**src/rtl/ps2_pkg.sv**
```systemverilog
// Shared definitions for the PS/2 host transmitter: FSM states, abort
// cause codes, frame length and the odd-parity helper.
package ps2_pkg;

  typedef enum logic [2:0] {
    IDLE,
    INHIBIT,
    REQ,
    SHIFT,
    ACK,
    WAIT_IDLE
  } state_e;

  localparam logic [1:0] ERR_NONE    = 2'd0;
  localparam logic [1:0] ERR_NOACK   = 2'd1;
  localparam logic [1:0] ERR_TIMEOUT = 2'd2;

  // start + 8 data + parity + stop
  localparam int FRAME_BITS = 11;

  // Parity bit that makes the 9-bit (data + parity) word contain an odd number of ones.
  function automatic logic odd_parity(input logic [7:0] b);
    return ~(^b);
  endfunction

endpackage

```
**src/rtl/ps2_line_sync.sv**
```systemverilog
// Two-flop synchroniser followed by a 4-sample stable-level filter for one
// PS/2 line. The filtered output only changes after four equal samples and
// resets low, so the host treats the bus as busy until it has seen it idle.
module ps2_line_sync (
  input  logic clk,
  input  logic reset,
  input  logic line_i,
  output logic filt_o
);

  logic [1:0] sync_q;
  logic [3:0] hist_q;
  logic       filt_q;

  // Synchronise, keep a 4-deep sample history, update level on a stable run.
  always_ff @(posedge clk) begin
    if (reset) begin
      sync_q <= 2'b00;
      hist_q <= 4'b0000;
      filt_q <= 1'b0;
    end else begin
      sync_q <= {sync_q[0], line_i};
      hist_q <= {hist_q[2:0], sync_q[1]};
      if (&hist_q)       filt_q <= 1'b1;
      else if (~|hist_q) filt_q <= 1'b0;
    end
  end

  assign filt_o = filt_q;

endmodule

```
**src/rtl/ps2_host_tx.sv**
```systemverilog
// PS/2 host-to-device command transmitter. Inhibits the clock, issues the
// request-to-send, shifts a byte + odd parity + stop on device falling edges
// and checks the device ACK.
// Optional frame watchdog compiled in with macro PS2_TX_TIMEOUT_EN.
module ps2_host_tx
  import ps2_pkg::*;
#(
  parameter int INHIBIT_CYCLES = 10000,
  parameter int TIMEOUT_CYCLES = 2000000
) (
  input  logic       clk,
  input  logic       reset,
  input  logic [7:0] tx_data,
  input  logic       tx_valid,
  output logic       tx_ready,
  input  logic       ps2_clk_in,
  input  logic       ps2_data_in,
  output logic       ps2_clk_oe,
  output logic       ps2_data_oe,
  output logic       busy,
  output logic       done,
  output logic       err,
  output logic [1:0] err_code
);

  logic clk_f, dat_f, clk_prev_q, fall;

  ps2_line_sync u_sync_clk (.clk(clk), .reset(reset), .line_i(ps2_clk_in),  .filt_o(clk_f));
  ps2_line_sync u_sync_dat (.clk(clk), .reset(reset), .line_i(ps2_data_in), .filt_o(dat_f));

  assign fall = clk_prev_q & ~clk_f;

  state_e      state_q, state_d;
  logic [7:0]  data_q, data_d;
  logic        par_q, par_d;
  logic [3:0]  edge_q, edge_d;   // device falling edges seen this frame
  logic        drive_q, drive_d; // data_oe level while shifting
  logic [31:0] inh_q, inh_d;
  logic [1:0]  code_q, code_d;
  logic        rdy;
`ifdef PS2_TX_TIMEOUT_EN
  logic [31:0] wd_q, wd_d;
`endif

  // Next-state and output decode.
  always_comb begin
    state_d     = state_q;
    data_d      = data_q;
    par_d       = par_q;
    edge_d      = edge_q;
    drive_d     = drive_q;
    inh_d       = inh_q;
    code_d      = code_q;
    rdy         = 1'b0;
    ps2_clk_oe  = 1'b0;
    ps2_data_oe = 1'b0;
    busy        = (state_q != IDLE);
    done        = 1'b0;
    err         = 1'b0;
`ifdef PS2_TX_TIMEOUT_EN
    wd_d        = wd_q;
`endif
    case (state_q)
      IDLE: begin
        rdy = clk_f & dat_f;
        if (tx_valid && rdy) begin
          state_d = INHIBIT;
          data_d  = tx_data;
          par_d   = odd_parity(tx_data);
          edge_d  = 4'd0;
          inh_d   = 32'd0;
          drive_d = 1'b0;
          code_d  = ERR_NONE;
          busy    = 1'b1;
`ifdef PS2_TX_TIMEOUT_EN
          wd_d    = 32'd0;
`endif
        end
      end
      INHIBIT: begin
        ps2_clk_oe = 1'b1;
        if (inh_q == 32'(INHIBIT_CYCLES - 1)) begin
          ps2_data_oe = 1'b1;
          state_d     = REQ;
        end else begin
          inh_d = inh_q + 32'd1;
        end
      end
      REQ: begin
        ps2_data_oe = 1'b1;
        drive_d     = 1'b1;
        state_d     = SHIFT;
      end
      SHIFT: begin
        ps2_data_oe = drive_q;
        if (fall) begin
          edge_d = edge_q + 4'd1;
          if (edge_q < 4'd8)       drive_d = ~data_q[edge_q[2:0]];
          else if (edge_q == 4'd8) drive_d = ~par_q;
          else begin
            drive_d = 1'b0;
            state_d = ACK;
          end
        end
      end
      ACK: begin
        if (fall) begin
          edge_d = edge_q + 4'd1;
          if (!dat_f) state_d = WAIT_IDLE;
          else begin
            err     = 1'b1;
            code_d  = ERR_NOACK;
            state_d = IDLE;
          end
        end
      end
      WAIT_IDLE: begin
        if (clk_f && dat_f) begin
          done    = 1'b1;
          state_d = IDLE;
        end
      end
      default: state_d = IDLE;
    endcase
`ifdef PS2_TX_TIMEOUT_EN
    // Watchdog overrides whatever the frame was doing.
    if (state_q != IDLE) begin
      wd_d = wd_q + 32'd1;
      if (wd_q == 32'(TIMEOUT_CYCLES - 1)) begin
        state_d     = IDLE;
        ps2_clk_oe  = 1'b0;
        ps2_data_oe = 1'b0;
        done        = 1'b0;
        err         = 1'b1;
        code_d      = ERR_TIMEOUT;
      end
    end
`endif
    // A reset cycle must never report a frame outcome.
    if (reset) begin
      done = 1'b0;
      err  = 1'b0;
    end
  end

  assign tx_ready = rdy;
  // Show the new cause in the err cycle itself; it then holds until the next accept.
  assign err_code = code_d;

  // State and datapath registers.
  always_ff @(posedge clk) begin
    if (reset) begin
      state_q    <= IDLE;
      data_q     <= 8'd0;
      par_q      <= 1'b0;
      edge_q     <= 4'd0;
      drive_q    <= 1'b0;
      inh_q      <= 32'd0;
      code_q     <= ERR_NONE;
      clk_prev_q <= 1'b0;
`ifdef PS2_TX_TIMEOUT_EN
      wd_q       <= 32'd0;
`endif
    end else begin
      state_q    <= state_d;
      data_q     <= data_d;
      par_q      <= par_d;
      edge_q     <= edge_d;
      drive_q    <= drive_d;
      inh_q      <= inh_d;
      code_q     <= code_d;
      clk_prev_q <= clk_f;
`ifdef PS2_TX_TIMEOUT_EN
      wd_q       <= wd_d;
`endif
    end
  end

endmodule

```
**config.mk**
```make
export PLATFORM = sky130hd
export DESIGN_NAME = ps2_host_tx
export DESIGN_NICKNAME = d
export VERILOG_FILES = /design/src/rtl/ps2_pkg.sv /design/src/rtl/ps2_line_sync.sv /design/src/rtl/ps2_host_tx.sv
export SDC_FILE = /design/constraint.sdc
export NUM_CORES = 1
export LEC_CHECK = 0
export BUFFER_PORTS_ARGS = -buffer_cell sky130_fd_sc_hd__buf_2
export CORE_AREA = 10 10 127 106
export CTS_CLUSTER_DIAMETER = 200
export CTS_CLUSTER_SIZE = 28
export DETAILED_ROUTE_END_ITERATION = 7
export DIE_AREA = 0 0 137 116
export PLACE_DENSITY_LB_ADDON = 0.08
export SLEW_MARGIN = 5
export SYNTH_ARGS = -nofsm -noshare
export SYNTH_HDL_FRONTEND = slang
export SYNTH_SLANG_ARGS = --single-unit
```
**constraint.sdc**
```tcl
create_clock -name clk -period 5.3 [get_ports clk]
set_input_delay 0.53 -clock clk [delete_from_list [all_inputs] [get_ports clk]]
set_output_delay 0.53 -clock clk [all_outputs]
set_load 0.05 [all_outputs]
```
==> impl_metrics.py, run 1 <==
metrics = {
    "sta": {
        "fin_tns_setup_ns": 0,
        "tightestPinTransition_ns": 0.8402,
        "skew_ns": 0.003267,
        "period_needed_ns": 2.799,
        "hold_viol": 0,
        "slew_violations": 0,
        "slew-limit-headroom": 0.4356,
        "rsz0062_at_grt": "false",
        "finalWorstSetupSlack_ns": 2.501,
        "finalCritPeriodShare": 0.5282,
        "fmaxAchievable_ghz": 0.3572,
        "finalSetupViolCount": 0,
    },
    "synth": {
        "yosys_warnings": 0,
        "avgSynthCellArea_um2": 8.893,
        "synth.distinct_cells": 56,
        "syn_area_um2": 3219,
        "async_reset_ff_frac": 0,
        "synth_edf_count": 0,
        "synthTopCellsByArea": "dfxtp_1 (41%), xnor2_1 (8.2%), nor2_1 (5.9%)",
        "ys.flop_type": "dfxtp_1",
        "synth_top_area_frac": 0.4104,
        "synth_top_area_cell": "dfxtp_1",
        "syn_nets": 378,
        "ys_seq_elements": 66,
        "syn_inst": 362,
        "yosysSeqAreaShare": 0.4104,
    },
    "clocking": {
        "cts_hold_buf": 0,
        "cts_resized": 0,
        "cts-root-buf": "clkbuf_16",
        "cts_made_buffers": 9,
        "clkLatencyLatePin_ns": 0.33,
        "post_cts.repair.setup_buffers": 0,
        "cts_tree": "done",
        "cts.reportedPaths.clkPinSlew_ns": 0.06,
        "h-tree-depth": 3,
        "cts_num_sinks": 66,
        "clockBufferDepth": 2,
    },
    "placement": {
        "place_congestion": 0.7679,
        "detailed_place_hpwl_um": 5255,
        "dp_worst_setup_slack_ns": 2.803,
        "port_buffers": 20,
        "dp_cells": 512,
    },
    "route": {
        "drc": 0,
        "vias": 2497,
        "antenna_left": 0,
        "first_iter_violations": 211,
        "wl_per_cell_um": 14.46,
        "drt_first_pass_iters": 4,
        "drt_wl_total_um": 7636,
        "via_per_inst": 4.729,
    },
    "floorplan": {
        "coreArea_um2": 10810,
        "die_h_um": 116,
        "start_util": 0.2979,
        "top_level_ports": 21,
        "rows": 34,
        "dieArea_um2": 15890,
        "die_w_um": 137,
    },
    "power": {
        "clkPwrFrac": 0.535,
        "p_per_area_nw_per_um2": 325.4,
        "sequentialPowerShare": 0.416,
        "leakage_nw": 1.320,
        "peakVddDrop_uv": 124.7,
        "power_frac_comb": 0.049,
        "p_int_mw": 0.9373,
        "power.net_switching_mw": 0.2781,
        "power.total_mw": 1.215,
        "power_switching_share": 0.2288,
    },
    "finish": {
        "seqCellArea_um2": 1321,
        "drive_gt1_frac": 0.1589,
        "fill_cells": 1121,
        "syn_to_final_growth_pct": 16.01,
        "final_nets": 395,
        "finalNonFillerCells": 528,
        "layout_commonest_cell": "dfxtp_1",
        "utilization": 0.3456,
        "final_cell_mix": "dfxtp_1 (66), nor2_1 (51), nand2_1 (35)",
        "multi_input_area_um2": 1765,
        "diodes": 0,
    },
    "critical_path": {
        "cp.arrival_ns": 2.27,
        "path_class": "reg2out",
        "critical_path_required_ns": 4.77,
        "crit_path_start_kind": "flop",
        "cp_max_fo": 4,
        "end_kind": "primary output",
    },
    "grt": {
        "grt_overflow": 0,
        "grt_pass1_wl_um": 12820,
        "grt_use_total": 0.1024,
        "grt_pass1_vias": 2396,
        "antenna_found_initial": 0,
        "grt_max_degree": 40,
    },
    "run_status": {
        "outcome": "finished, final reports clean",
    },
    "flow_run": {
        "maxCapViolCount": 0,
    },
    "worst_hold_path": {
        "hp-class": "in2reg",
    },
}
per-stage QoR:
stage	hold WS [ns]	instance area, um^2
4_1_cts	0.3903	3735
3_5_place_dp	0.4239	3408
6_report	0.4050	3735
5_1_grt	0.3990	3735
3_3_place_gp	0.4244	3408
2_1_floorplan	0.4138	3219
area by class of cell:
| type | instances | area share |
|---|---|---|
| Multi-Input combinational cell | 273 | 0.4727 |
| Sequential cell | 66 | 0.3538 |
| Clock buffer | 9 | 0.06030 |
| Tap cell | 144 | 0.04824 |
| Timing Repair Buffer | 22 | 0.03082 |
| Clock inverter | 7 | 0.02714 |
| Inverter | 7 | 0.007035 |
final timing paths:
check	start	to	slack, ns	depth (start not counted)
max reg2reg	state_q[1]$_SDFFE_PP0P_	inh_q[31]$_SDFFE_PP0P_	2.90	6
min reg2reg	u_sync_dat.sync_q[1]$_SDFF_PP0_	u_sync_dat.hist_q[0]$_SDFF_PP0_	0.43	1
min	ps2_clk_in	u_sync_clk.sync_q[0]$_SDFF_PP0_	0.40	2
max	inh_q[0]$_SDFFE_PP0P_	ps2_data_oe	2.50	7
registers in the layout (all words and copies together) (netlist names):
signal,cells
u_sync_dat.hist_q,4
u_sync_dat.filt_o,1
u_sync_clk.filt_o,1
u_sync_clk.hist_q,4
inh_q,32
state_q,3
drive_q,1
clk_prev_q,1
par_q,1
code_q,2
data_q,8
edge_q,4
u_sync_clk.sync_q,2
u_sync_dat.sync_q,2
critical path: stages, from the launching register on:
cell and delay, ns:
dfxtp_1 0.36, ha_1 0.20, and3_1 0.22, nand3_1 0.21
nor3_1 0.38, nand3b_1 0.12, a21oi_1 0.16, buf_2 0.28
logic make-up after synthesis:
logic type               share of synthesized area
AO/OA/AOI/OAI                              0.09289
flip-flops                                  0.4104
multiplexers                               0.02682
XOR/XNOR                                   0.09794
adder cells (fa/ha/maj)                    0.01166
AND/OR/NAND/NOR                             0.3191
buffers and inverters                      0.04119
power by group through the flow:
| stage | sequential, mW | combinational, mW | clock (mW) |
|---|---|---|---|
| finish | 0.506 | 0.0590 | 0.650 |
| global route | 0.506 | 0.0647 | 0.692 |
| CTS | 0.506 | 0.0605 | 0.673 |
| detailed placement | 0.517 | 0.0602 | 0 |
| global placement | 0.517 | 0.0601 | 0 |
| floorplan | 0.514 | 0.0453 | 0 |
Yosys cell counts (all sizes together) (2+ instances only):
cell type  number
and3           13
nor2b          16
mux2i           3
buf             6
o21a            2
nor3            9
a31oi           3
or3             3
nand3b          3
nor4b           2
xor2            6
nand4b          2
o31ai           4
nand3          11
and2            3
o21ai           7
and4            2
inv             7
ha              3
clkbuf          9
xnor2          30
a21oi          24
nand4          12
nor3b           4
nand2          35
nand2b          2
nor2           51
nor4           10
mux4            2
dfxtp          66
layer usage:
metal | track usage | part of all wire | up-vias | routed length [um]
li1 | - | - | 1294 | -
met1 | 0.1478 | 0.54 | 1165 | 4112
met2 | 0.1371 | 0.41 | 27 | 3105
met3 | 0.03287 | 0.041 | 11 | 315
met4 | 0.03717 | 0.013 | 0 | 103
met5 | 0 | 0 | - | 0
Note: power is estimated with default switching activity, not from simulation.
==> run 2: changes to the inputs <==
==> constraint.sdc (replaced) <==
create_clock -name clk -period 2.4 [get_ports clk]
set_input_delay 0.24 -clock clk [delete_from_list [all_inputs] [get_ports clk]]
set_output_delay 0.24 -clock clk [all_outputs]
set_load 0.05 [all_outputs]
==> impl_metrics.py, run 2 (same netlist as run 1, synthesis figures left out) <==
metrics = {
    "run_status": {
        "outcome": "finished, final reports clean",
    },
    "sta": {
        "skew_ns": 0.003987,
        "slew_violations": 0,
        "finalWorstSetupSlack_ns": 0.1785,
        "fmaxAchievable_ghz": 0.4501,
        "finalSetupViolCount": 0,
        "hold-worst-slack_ns": 0.1107,
        "hold_viol": 0,
        "slew-limit-headroom": 0.5877,
        "finalCritPeriodShare": 0.9256,
        "period_needed_ns": 2.222,
        "tightestPinTransition_ns": 0.6133,
    },
    "clocking": {
        "cts_tree": "done",
        "h-tree-depth": 3,
        "cts.reportedPaths.clkPinSlew_ns": 0.06,
        "cts_made_buffers": 9,
        "clockBufferDepth": 2,
        "clkLatencyLatePin_ns": 0.33,
        "cts-root-buf": "clkbuf_16",
        "cts_num_sinks": 66,
    },
    "placement": {
        "placed_area_um2": 3533,
        "place_congestion": 0.7527,
        "dp_worst_setup_slack_ns": 0.2437,
        "port_buffers": 20,
        "detailed_place_hpwl_um": 5390,
    },
    "worst_hold_path": {
        "hp-class": "in2reg",
        "hold_start": "ps2_data_in",
    },
    "grt": {
        "grt_max_degree": 29,
        "grt_pass1_wl_um": 12840,
        "grt_overflow": 0,
        "grt_pass1_vias": 2539,
        "antenna_found_initial": 0,
        "grt_use_total": 0.1017,
    },
    "route": {
        "wl_per_cell_um": 14.07,
        "via_per_inst": 4.692,
        "drc": 0,
        "drt_first_pass_iters": 4,
        "antenna_left": 0,
        "drt_wl_total_um": 7666,
        "first_iter_violations": 103,
        "vias": 2557,
    },
    "critical_path": {
        "reg2reg_slack_ns": 0.32,
        "critical_path_required_ns": 2.16,
        "end_kind": "primary output",
        "timing.rr.start": "inh_q[0]$_SDFFE_PP0P_",
        "path_cells": "ha_1 > and3_1 > nand3_1 > nor3_2 > nand3b_1 > a21oi_1 > clkbuf_4",
        "cpPeakStageDelay_ns": 0.37,
        "startpoint": "inh_q[0]$_SDFFE_PP0P_",
        "critical-path-slowest-cell": "dfxtp_1",
        "cp_max_fo": 4,
        "path_class": "reg2out",
        "crit_path_start_kind": "flop",
        "cp.arrival_ns": 1.98,
    },
    "finish": {
        "layout_commonest_cell": "dfxtp_1",
        "fin_area_um2": 3882,
        "reg_top3": "inh_q (32), data_q (8)",
        "largest_register_ffs": 32,
        "drive_gt1_frac": 0.2070,
        "syn_to_final_growth_pct": 20.60,
        "final_nets": 412,
        "utilization": 0.3593,
        "final_cell_mix": "dfxtp_1 (66), nor2_1 (51), nand2_1 (35)",
        "largest_register": "inh_q",
        "diodes": 0,
    },
    "flow_run": {
        "maxCapViolCount": 0,
    },
    "power": {
        "power.total_mw": 2.586,
        "peakVddDrop_uv": 328.1,
        "p_per_area_nw_per_um2": 666.1,
        "leakage_nw": 1.403,
    },
    "floorplan": {
        "dieArea_um2": 15890,
        "start_util": 0.2979,
        "top_level_ports": 21,
        "die_h_um": 116,
        "die_w_um": 137,
        "coreArea_um2": 10810,
        "rows": 34,
    },
}
==> run 2: cell type report <==
type	count	area [um^2]
inverter	7	26.28
tap	144	180.2
clock inverter	7	78.83
timing repair buffer	39	257.7
multi-input combinational	273	1793
fill	1124	6923
clock buffer	9	225.2
sequential	66	1321
==> run 2: metrics by stage <==
step | std cells | TNS (ns)
finish | 545 | 0
global route | 545 | -0.009260
CTS | 543 | 0
detailed placement | 527 | 0
global placement | 527 | 0
floorplan | 362 | 0
==> run 2: path summary, 6_finish.rpt <==
path / end / cells after the start
setup / recovery: ps2_data_oe / 7
hold / removal: u_sync_dat.sync_q[0]$_SDFF_PP0_ / 2
setup reg to reg: inh_q[3]$_SDFFE_PP0P_ / 9
hold reg to reg: u_sync_clk.hist_q[0]$_SDFF_PP0_ / 1
==> run 2: per-layer routing <==
layer | up-vias | part of all wire | global-route usage | routed length (um)
li1 | 1326 | - | - | -
met1 | 1196 | 0.55 | 0.1399 | 4203
met2 | 25 | 0.40 | 0.1461 | 3051
met3 | 10 | 0.040 | 0.03287 | 303
met4 | 0 | 0.014 | 0.03366 | 108
met5 | - | 0 | 0 | 0
==> run 2: repair_timing <==
| item | CTS | global route |
|---|---|---|
| gates resized for setup | 1 | 5 |
| endpoints found under the setup margin | 1 | 2 |
| pin swaps | 1 | 3 |
| setup buffers | 0 | 2 |
| hold buffers | 0 | 0 |
==> run 2: critical path, delay by kind of cell, from the launching register on <==
kind	cells	cell delay (ns)
compound gates	1	0.15
buf+inv	1	0.24
flops	1	0.37
fa+ha+maj	1	0.22
simple gates	4	0.67
==> run 2: power by group <==
group	switching, mW	internal [mW]	total [mW]	leakage [nW]
logic	0.0874	0.0557	0.143	0.732
clock network	0.518	0.810	1.33	0.138
registers	0.00921	1.11	1.11	0.533
